[src/rtl/cla_adder_pipe_if.sv]
// Streaming operand/result bus for cla_adder_pipe. The SUB signal exists only
// when ADDSUB_EN is defined.
interface cla_adder_pipe_if #(
    parameter int WIDTH = 16
);
    // Both sides use the same rule: a beat transfers on a rising edge where
    // VALID and READY are both 1. VALID must not depend on READY.
    logic             IN_VALID;
    logic             IN_READY;
    logic [WIDTH-1:0] A;
    logic [WIDTH-1:0] B;
    logic             CIN;
`ifdef ADDSUB_EN
    logic             SUB;
`endif
    logic             OUT_VALID;
    logic             OUT_READY;
    logic [WIDTH-1:0] SUM;
    logic             COUT;
    logic             OVF;
    logic             ZERO;

    modport master (
        output IN_VALID, A, B, CIN,
`ifdef ADDSUB_EN
        output SUB,
`endif
        output OUT_READY,
        input  IN_READY, OUT_VALID, SUM, COUT, OVF, ZERO
    );

    modport slave (
        input  IN_VALID, A, B, CIN,
`ifdef ADDSUB_EN
        input  SUB,
`endif
        input  OUT_READY,
        output IN_READY, OUT_VALID, SUM, COUT, OVF, ZERO
    );
endinterface

[src/rtl/cla_adder_pipe.sv]
// Pipelined carry-lookahead adder built from 4-bit lookahead groups, latency
// WIDTH/(4*STAGE_GROUPS). Define ADDSUB_EN to add the SUB (A-B) request.
module cla_adder_pipe #(
    parameter int WIDTH        = 16,
    parameter int STAGE_GROUPS = 1
) (
    input logic             CLK,
    input logic             RST,
    cla_adder_pipe_if.slave bus
);
    localparam int NGROUPS = WIDTH / 4;
    localparam int NSTAGES = NGROUPS / STAGE_GROUPS;

    // Rank 0 holds the accepted operands; rank s (1..NSTAGES) holds the state
    // after stage s has resolved its groups. Rank NSTAGES drives the outputs.
    logic [NSTAGES:0] vld_q, vld_d;
    logic [NSTAGES:0] carry_q, carry_d;
    logic [WIDTH-1:0] a_q   [0:NSTAGES-1];
    logic [WIDTH-1:0] a_d   [0:NSTAGES-1];
    logic [WIDTH-1:0] b_q   [0:NSTAGES-1];
    logic [WIDTH-1:0] b_d   [0:NSTAGES-1];
    logic [WIDTH-1:0] sum_q [1:NSTAGES];
    logic [WIDTH-1:0] sum_d [1:NSTAGES];
    logic             msb_c_q, msb_c_d;
    logic             zero_q, zero_d;
`ifdef ADDSUB_EN
    logic [NSTAGES-1:0] sub_q, sub_d;
`endif

    logic             en;
    logic             c_t;
    logic [WIDTH-1:0] acc_t;
    logic [WIDTH-1:0] b_eff_t;
    logic [5:0]       r_t;

    // Returns {carry into bit 3, group carry out, 4 sum bits}.
    function automatic logic [5:0] cla4(input logic [3:0] a, input logic [3:0] b,
                                        input logic ci);
        logic [3:0] p, g, c;
        logic       co;
        p    = a ^ b;
        g    = a & b;
        c[0] = ci;
        c[1] = g[0] | (p[0] & ci);
        c[2] = g[1] | (p[1] & g[0]) | (p[1] & p[0] & ci);
        c[3] = g[2] | (p[2] & g[1]) | (p[2] & p[1] & g[0]) | (p[2] & p[1] & p[0] & ci);
        co   = g[3] | (p[3] & g[2]) | (p[3] & p[2] & g[1]) | (p[3] & p[2] & p[1] & g[0])
             | (p[3] & p[2] & p[1] & p[0] & ci);
        return {c[3], co, p ^ c};
    endfunction

    always_comb begin
        en      = !vld_q[NSTAGES] || bus.OUT_READY;
        vld_d   = '0;
        carry_d = '0;
        msb_c_d = 1'b0;
        c_t     = 1'b0;
        acc_t   = '0;
        b_eff_t = '0;
        r_t     = '0;

        vld_d[0] = bus.IN_VALID;
        a_d[0]   = bus.A;
        b_d[0]   = bus.B;
`ifdef ADDSUB_EN
        sub_d      = '0;
        sub_d[0]   = bus.SUB;
        carry_d[0] = bus.SUB | bus.CIN;
`else
        carry_d[0] = bus.CIN;
`endif
        for (int s = 1; s < NSTAGES; s++) begin
            a_d[s] = a_q[s-1];
            b_d[s] = b_q[s-1];
`ifdef ADDSUB_EN
            sub_d[s] = sub_q[s-1];
`endif
        end

        for (int s = 1; s <= NSTAGES; s++) begin
            vld_d[s] = vld_q[s-1];
            c_t      = carry_q[s-1];
            acc_t    = (s == 1) ? '0 : sum_q[(s > 1) ? s - 1 : 1];
            b_eff_t  = b_q[s-1];
`ifdef ADDSUB_EN
            if (sub_q[s-1]) b_eff_t = ~b_q[s-1];
`endif
            for (int k = 0; k < STAGE_GROUPS; k++) begin
                r_t = cla4(a_q[s-1][4*((s-1)*STAGE_GROUPS+k) +: 4],
                           b_eff_t[4*((s-1)*STAGE_GROUPS+k) +: 4], c_t);
                acc_t[4*((s-1)*STAGE_GROUPS+k) +: 4] = r_t[3:0];
                c_t     = r_t[4];
                msb_c_d = r_t[5];
            end
            carry_d[s] = c_t;
            sum_d[s]   = acc_t;
        end
        zero_d = (sum_d[NSTAGES] == '0);
    end

    // A single enable freezes every rank, bubbles included, under back-pressure.
    always_ff @(posedge CLK) begin
        if (RST) begin
            vld_q   <= '0;
            carry_q <= '0;
            msb_c_q <= 1'b0;
            zero_q  <= 1'b0;
            for (int i = 0; i < NSTAGES; i++) begin
                a_q[i]     <= '0;
                b_q[i]     <= '0;
                sum_q[i+1] <= '0;
            end
`ifdef ADDSUB_EN
            sub_q <= '0;
`endif
        end else if (en) begin
            vld_q   <= vld_d;
            carry_q <= carry_d;
            msb_c_q <= msb_c_d;
            zero_q  <= zero_d;
            for (int i = 0; i < NSTAGES; i++) begin
                a_q[i]     <= a_d[i];
                b_q[i]     <= b_d[i];
                sum_q[i+1] <= sum_d[i+1];
            end
`ifdef ADDSUB_EN
            sub_q <= sub_d;
`endif
        end
    end

    assign bus.IN_READY  = en;
    assign bus.OUT_VALID = vld_q[NSTAGES];
    assign bus.SUM       = sum_q[NSTAGES];
    assign bus.COUT      = carry_q[NSTAGES];
    assign bus.OVF       = msb_c_q ^ carry_q[NSTAGES];
    assign bus.ZERO      = zero_q;
endmodule

[src/flat_wrapper.sv]
// flat-port wrapper written by rule: the top's interface ports become plain ports
module cla_adder_pipe_flat 
#(
    parameter int WIDTH        = 16,
    parameter int STAGE_GROUPS = 1
)
  (CLK, RST, bus_IN_VALID, bus_A, bus_B, bus_CIN, bus_OUT_READY, bus_IN_READY, bus_OUT_VALID, bus_SUM, bus_COUT, bus_OVF, bus_ZERO);
  cla_adder_pipe_if #(.WIDTH(WIDTH)) bus_i ();
  input logic CLK;
  input logic RST;
  input wire logic [$bits(bus_i.IN_VALID)-1:0] bus_IN_VALID;
  input wire logic [$bits(bus_i.A)-1:0] bus_A;
  input wire logic [$bits(bus_i.B)-1:0] bus_B;
  input wire logic [$bits(bus_i.CIN)-1:0] bus_CIN;
  input wire logic [$bits(bus_i.OUT_READY)-1:0] bus_OUT_READY;
  output wire logic [$bits(bus_i.IN_READY)-1:0] bus_IN_READY;
  output wire logic [$bits(bus_i.OUT_VALID)-1:0] bus_OUT_VALID;
  output wire logic [$bits(bus_i.SUM)-1:0] bus_SUM;
  output wire logic [$bits(bus_i.COUT)-1:0] bus_COUT;
  output wire logic [$bits(bus_i.OVF)-1:0] bus_OVF;
  output wire logic [$bits(bus_i.ZERO)-1:0] bus_ZERO;
  assign bus_i.IN_VALID = bus_IN_VALID;
  assign bus_i.A = bus_A;
  assign bus_i.B = bus_B;
  assign bus_i.CIN = bus_CIN;
  assign bus_i.OUT_READY = bus_OUT_READY;
  assign bus_IN_READY = bus_i.IN_READY;
  assign bus_OUT_VALID = bus_i.OUT_VALID;
  assign bus_SUM = bus_i.SUM;
  assign bus_COUT = bus_i.COUT;
  assign bus_OVF = bus_i.OVF;
  assign bus_ZERO = bus_i.ZERO;
  cla_adder_pipe #(.WIDTH(WIDTH), .STAGE_GROUPS(STAGE_GROUPS)) u_core (.CLK(CLK), .RST(RST), .bus(bus_i));
endmodule
[config.mk]
export PLATFORM = sky130hd
export DESIGN_NAME = cla_adder_pipe_flat
export DESIGN_NICKNAME = d
export VERILOG_FILES = /design/src/rtl/cla_adder_pipe_if.sv /design/src/rtl/cla_adder_pipe.sv /design/src/flat_wrapper.sv
export SDC_FILE = /design/constraint.sdc
export NUM_CORES = 1
export LEC_CHECK = 0
export ABC_CLOCK_PERIOD_IN_PS = 7400
export BUFFER_PORTS_ARGS = -buffer_cell sky130_fd_sc_hd__buf_4
export CORE_ASPECT_RATIO = 0.75
export CORE_MARGIN = 2
export CORE_UTILIZATION = 50
export DETAILED_ROUTE_END_ITERATION = 8
export GPL_ROUTABILITY_DRIVEN = 0
export PLACE_DENSITY = 0.66
export SYNTH_ARGS = -nofsm -noshare
export SYNTH_HDL_FRONTEND = slang
export SYNTH_SLANG_ARGS = --single-unit
[constraint.sdc]
create_clock -name CLK -period 7.4 [get_ports CLK]
set_input_delay 0.37 -clock CLK [delete_from_list [all_inputs] [get_ports CLK]]
set_output_delay 0.37 -clock CLK [all_outputs]
set_load 0.005 [all_outputs]
==> flow_metrics.py, run 1 <==
metrics = {
    "status": {
        "status": "finished, final reports clean",
    },
    "synthesis": {
        "ys_ff_latch": 132,
        "synth.top_cells.by_area": "edfxtp_1 66%, and2_1 12%, dfxtp_1 4.4%",
        "synth_cells": 378,
        "synth_ff_type": "edfxtp_1",
        "synth_edf_count": 120,
        "yosysTopAreaCell": "edfxtp_1",
        "yosys_warnings": 0,
        "synthTopCellsByCount": "120 x edfxtp_1, 105 x and2_1, 21 x nor2_1, 17 x nand2_1, 16 x ha_1",
        "ys_seq_area_frac": 0.7087,
        "synth.distinct_cells": 32,
        "synth.top_cell.area_share": 0.6644,
        "async_flop_share": 0,
        "yosysMostFrequentCell": "edfxtp_1",
        "syn-cell-area_sq_um": 5424,
        "synthesis.nets": 435,
        "syn_avg_cell_area_sq_um": 14.35,
    },
    "drt": {
        "antenna_left": 0,
        "drtPass1Iterations": 4,
        "dr.first_iter.drc_count": 244,
        "wire_per_inst_um": 12.72,
        "finalWirelength_mm": 7.506,
        "vias_per_cell": 4.710,
        "drt_drc_violations_left": 0,
        "vias": 2779,
    },
    "clock_network": {
        "holdBufCountCts": 0,
        "cts_buffer_depth": 2,
        "clock_sinks": 132,
        "cts_tree": "done",
        "cts_buffers": 17,
        "ctsHtreeMaxLevel": 4,
        "cts-root-buf": "clkbuf_16",
        "post_cts_buffers": 0,
        "cts_resized": 0,
        "clock_latency_ns": 0.42,
        "clk_pin_slew_worst_paths_ns": 0.06,
    },
    "timing": {
        "worst_pin_slew_ns": 1.028,
        "skew_ns": 0.01345,
        "maxSlewHeadroom": 0.3147,
        "fin_crit_sh": 0.3588,
        "fin_crit_ns": 2.655,
        "slew_viol_final": 0,
        "holdWs_ns": 0.2226,
        "final-hold-violation-count": 0,
        "fin_setup_tns_ns": 0,
        "fmax_mhz": 376.6,
        "setup_viol": 0,
        "rsz0062_at_grt": "no",
    },
    "setup_path": {
        "cp_data_arrival_time_ns": 2.68,
        "cp-start-kind": "flip-flop",
        "cp_max_fo": 85,
        "end_kind": "flip-flop",
        "required_ns": 7.42,
        "critical_path_class": "reg -> reg",
    },
    "die": {
        "io_pins": 58,
        "core_sq_um": 10410,
        "core.rowCount": 32,
        "fp.dieArea_sq_um": 11710,
        "dieWidth_um": 124.3,
        "initial_core_util": 0.5210,
        "die-height_um": 94.20,
    },
    "run": {
        "maxCapViolCount": 0,
    },
    "grt": {
        "grt_overflow_total": 0,
        "grt_max_degree": 86,
        "antenna_found_initial": 0,
        "grt_pass1_wl_mm": 12.47,
        "grt_pass1_vias": 2627,
        "grt_use_total": 0.1419,
    },
    "finish": {
        "multiInputGateArea_sq_um": 1468,
        "stdcell_count": 590,
        "fillers": 808,
        "n_antenna_cell": 0,
        "nNetsFinal": 498,
        "final-seq-area_sq_um": 3844,
        "syn2layout_area_growth_pct": 20.83,
        "drive_above_1_share": 0.2070,
    },
    "pwr": {
        "ir_worst_vdd_v": 0.0002240,
        "p_leak_nw": 2.815,
        "total_power_mw": 1.743,
        "p_per_area_nw_per_um2": 265.9,
    },
    "placement": {
        "dp_cells": 558,
        "post-dp-hpwl_mm": 4.599,
        "port_buffers": 57,
    },
    "min_path": {
        "hp-class": "in -> reg",
    },
}
[layout make-up]
type,instances,share of cell area
well taps,136,0.02596
clock buffers,20,0.06663
inverters,14,0.008400
clock inverters,12,0.02100
flip-flops and latches,132,0.5865
repair buffers,59,0.06758
multi-input cells,217,0.2239
[per-stage QoR]
step | setup WS (ns) | utilization | instance area (sq um)
final | 4.745 | 0.6296 | 6554
after global placement | 4.695 | 0.5744 | 5979
after detailed placement | 4.621 | 0.5744 | 5979
after global routing | 4.514 | 0.6296 | 6554
after CTS | 4.708 | 0.6296 | 6554
after floorplan | 3.800 | - | 5424
[sequential cells by signal, indices dropped and copies added, names as in the netlist]
register	cells
u_core.carry_q	5
u_core.a_q	40
u_core.bus.ZERO	1
u_core.vld_q	5
u_core.b_q	40
u_core.sum_q	40
u_core.msb_c_q	1
[cells by family after synthesis]
| family | share of synthesized area |
|---|---|
| adders and majority gates | 0.05167 |
| xor gates and xnor gates | 0.01453 |
| DFF | 0.7087 |
| buffers and inverters | 0.02076 |
| and+or+nand+nor | 0.1668 |
| AOI/OAI and AO/OA | 0.03760 |
[per-layer routing]
metal  vias up  GRT usage  share of wire
met5         -          0              0
met4         0    0.09831          0.019
met3        14    0.04727          0.057
met2        66     0.2158           0.46
met1      1265     0.1732           0.46
li1       1434          -              -
[critical path, cell delays in order, from the launching register on]
cell and delay [ns]:
dfxtp_1 0.31, nor2b_2 0.57, inv_1 0.33, nor2_1 0.29
inv_4 0.22, buf_4 0.48
[worst paths after layout]
path,startpoint,end,slack [ns],depth (start not counted)
worst max register to register,u_core.vld_q[4]$_SDFFE_PP0P_,u_core.a_q[0][41]$_SDFFCE_PN0P_,4.74,5
worst max-delay path,u_core.vld_q[4]$_SDFFE_PP0P_,u_core.a_q[0][41]$_SDFFCE_PN0P_,4.74,5
worst min register to register,u_core.vld_q[2]$_SDFFE_PP0P_,u_core.vld_q[2]$_SDFFE_PP0P_,0.46,2
worst min-delay path,bus_IN_VALID,u_core.vld_q[0]$_SDFFE_PP0P_,0.22,3
[power by group]
group	total (mW)	leakage, nW	switching (mW)	internal (mW)
Combinational	0.0765	1.00	0.0346	0.0420
Sequential	0.856	1.53	0.0101	0.846
Clock	0.810	0.280	0.287	0.523
Total	1.74	2.82	0.332	1.41
[placed cells by master (no fill, tap or decap), types with 4 or more instances in the layout]
cell type    n
nand2b_1     5
clkbuf_16   17
a21oi_1     13
dfxtp_1     12
and2_1     105
inv_1       13
ha_1        16
nand2_1     17
xor2_1       8
fa_1         4
a211oi_1     5
clkinv_2     4
edfxtp_1   120
nor2_1      21
buf_4       59
Power figures use the tool's default switching activity.
==> inputs of run 2 (changes only) <==
--- a/config.mk
+++ b/config.mk
@@ -5,7 +5,7 @@
 export SDC_FILE = /design/constraint.sdc
 export NUM_CORES = 1
 export LEC_CHECK = 0
-export ABC_CLOCK_PERIOD_IN_PS = 7400
+export ABC_CLOCK_PERIOD_IN_PS = 2570
 export BUFFER_PORTS_ARGS = -buffer_cell sky130_fd_sc_hd__buf_4
 export CORE_ASPECT_RATIO = 0.75
 export CORE_MARGIN = 2
==> constraint.sdc (replaced) <==
create_clock -name CLK -period 2.57 [get_ports CLK]
set_input_delay 0.1285 -clock CLK [delete_from_list [all_inputs] [get_ports CLK]]
set_output_delay 0.1285 -clock CLK [all_outputs]
set_load 0.005 [all_outputs]
==> flow_metrics.py, run 2 (synthesis gave the netlist of run 1 again) <==
metrics = {
    "setup_path": {
        "required_ns": 2.67,
        "rr_startpoint": "u_core.vld_q[4]$_SDFFE_PP0P_",
        "crit_start": "u_core.vld_q[4]$_SDFFE_PP0P_",
        "cp_data_arrival_time_ns": 2.06,
        "cp-start-kind": "flip-flop",
        "critical_path_class": "reg -> reg",
        "ff2ff_path_depth": 5,
        "cp_max_fo": 39,
        "end_kind": "flip-flop",
    },
    "die": {
        "io_pins": 58,
        "core_sq_um": 10410,
        "die-height_um": 94.20,
        "fp.dieArea_sq_um": 11710,
        "initial_core_util": 0.5210,
        "dieWidth_um": 124.3,
        "core.rowCount": 32,
    },
    "pwr": {
        "p_switching_uw": 947.7,
        "internal_power_mw": 3.980,
        "p_per_area_nw_per_um2": 716.5,
        "total_power_mw": 4.928,
        "p_seq_frac": 0.500,
        "sw_frac_of_total": 0.1923,
        "p_leak_nw": 2.948,
        "combPwrFrac": 0.053,
        "ir_worst_vdd_v": 0.0004098,
        "clkPwrFrac": 0.447,
    },
    "min_path": {
        "min_path_cells": 2,
        "hp-class": "in -> reg",
        "hold_start": "bus_A[8]",
    },
    "timing": {
        "fin_crit_sh": 0.7612,
        "fin_setup_tns_ns": 0,
        "skew_ns": 0.005656,
        "final-hold-violation-count": 0,
        "fin_ws_ns": 0.6137,
        "slew_viol_final": 0,
        "maxSlewHeadroom": 0.5699,
        "setup_viol": 0,
        "worst_pin_slew_ns": 0.6451,
        "fmax_mhz": 511.2,
        "fin_crit_ns": 1.956,
        "rsz0062_at_grt": "no",
    },
    "clock_network": {
        "cts_buffers": 17,
        "cts_buffer_depth": 2,
        "cts_resized": 0,
        "cts_tree": "done",
        "clock_sinks": 132,
        "clk_pin_slew_worst_paths_ns": 0.05,
        "clock_latency_ns": 0.40,
        "cts-root-buf": "clkbuf_16",
        "ctsHtreeMaxLevel": 4,
    },
    "grt": {
        "grt_use_total": 0.1477,
        "antenna_found_initial": 0,
        "grt_pass1_vias": 2790,
        "grt_pass1_wl_mm": 13.17,
        "grt_overflow_total": 0,
        "grt_max_degree": 82,
    },
    "finish": {
        "nNetsFinal": 530,
        "syn2layout_area_growth_pct": 26.81,
        "n_antenna_cell": 0,
        "post-route-util": 0.6607,
        "final-seq-area_sq_um": 3845,
        "stdcell_count": 621,
        "layout_commonest_cell": "edfxtp_1",
        "fillers": 754,
        "drive_above_1_share": 0.2082,
        "most-common-layout-cells": "120 x edfxtp_1, 105 x and2_1, 60 x buf_4",
        "multiInputGateArea_sq_um": 1480,
        "reg_top3": "u_core.a_q x40, u_core.b_q x40, u_core.sum_q x40",
    },
    "drt": {
        "wire_per_inst_um": 12.64,
        "finalWirelength_mm": 7.850,
        "drt_drc_violations_left": 0,
        "vias": 2921,
        "drtPass1Iterations": 4,
        "dr.first_iter.drc_count": 158,
        "antenna_left": 0,
        "vias_per_cell": 4.704,
    },
    "status": {
        "status": "finished, final reports clean",
    },
    "placement": {
        "post-dp-hpwl_mm": 4.610,
        "port_buffers": 57,
        "dp_slack_ns": 0.5989,
        "dp_cells": 561,
    },
    "run": {
        "maxCapViolCount": 0,
    },
}
[run 2: cell types whose count changed in the layout (fill, tap and decap cells not counted), sizes merged]
cell         change
dlygate4sd3     +29
buf              +3
bufinv           -1
inv              -1
clkbuf           -3
clkinv           +2
clkinvlp         +2
[run 2: layout make-up]
class,instances,share of cell area
Sequential cell,132,0.5590
Multi-Input combinational cell,217,0.2152
Timing Repair Buffer,91,0.1135
Clock buffer,17,0.06185
Tap cell,136,0.02474
Clock inverter,14,0.01746
Inverter,14,0.008186
[run 2: path summary, 6_finish.rpt]
path | to | slack (ns)
max reg2reg | u_core.b_q[0][5]$_SDFFCE_PN0P_ | 0.61
min reg2reg | u_core.vld_q[3]$_SDFFE_PP0P_ | 0.45
max | u_core.b_q[0][5]$_SDFFCE_PN0P_ | 0.61
min | u_core.a_q[0][8]$_SDFFCE_PN0P_ | 0.02
[run 2: critical path, stage by stage, from the launching register on]
cell and delay, ns:
dfxtp_2 0.32, nor2b_4 0.14, inv_2 0.10, nor2_4 0.15, clkinvlp_4 0.44, buf_4 0.47
[run 2: what timing repair did]
| item | 4_1_cts | 5_1_grt |
|---|---|---|
| setup buffers | 0 | 0 |
| hold endpoints to repair | 29 | 0 |
| hold buffers | 29 | 0 |
[run 2: power groups by stage]
stage | logic [mW] | registers (mW) | clock network, mW
2_1_floorplan | 0.137 | 2.50 | 0
3_3_place_gp | 0.224 | 2.50 | 0
3_5_place_dp | 0.228 | 2.51 | 0
4_1_cts | 0.264 | 2.46 | 2.25
5_1_grt | 0.293 | 2.47 | 2.36
6_report | 0.262 | 2.46 | 2.20
[run 2: layer usage]
layer  routed length [um]  up-vias  track usage
met5                    0        -            0
met4                   67        0      0.06180
met3                  446        6      0.06093
met2                 3669       73       0.2322
met1                 3667     1340       0.1824
li1                     -     1502            -
[run 2: through the flow]
| stage | area (sq um) | hold WS (ns) |
|---|---|---|
| final | 6878 | 0.01711 |
| after global routing | 6878 | 0.001329 |
| after CTS | 6878 | 0.001761 |
| after detailed placement | 6042 | 0.3986 |
| after global placement | 6042 | 0.3866 |
| after floorplan | 5448 | 0.2690 |
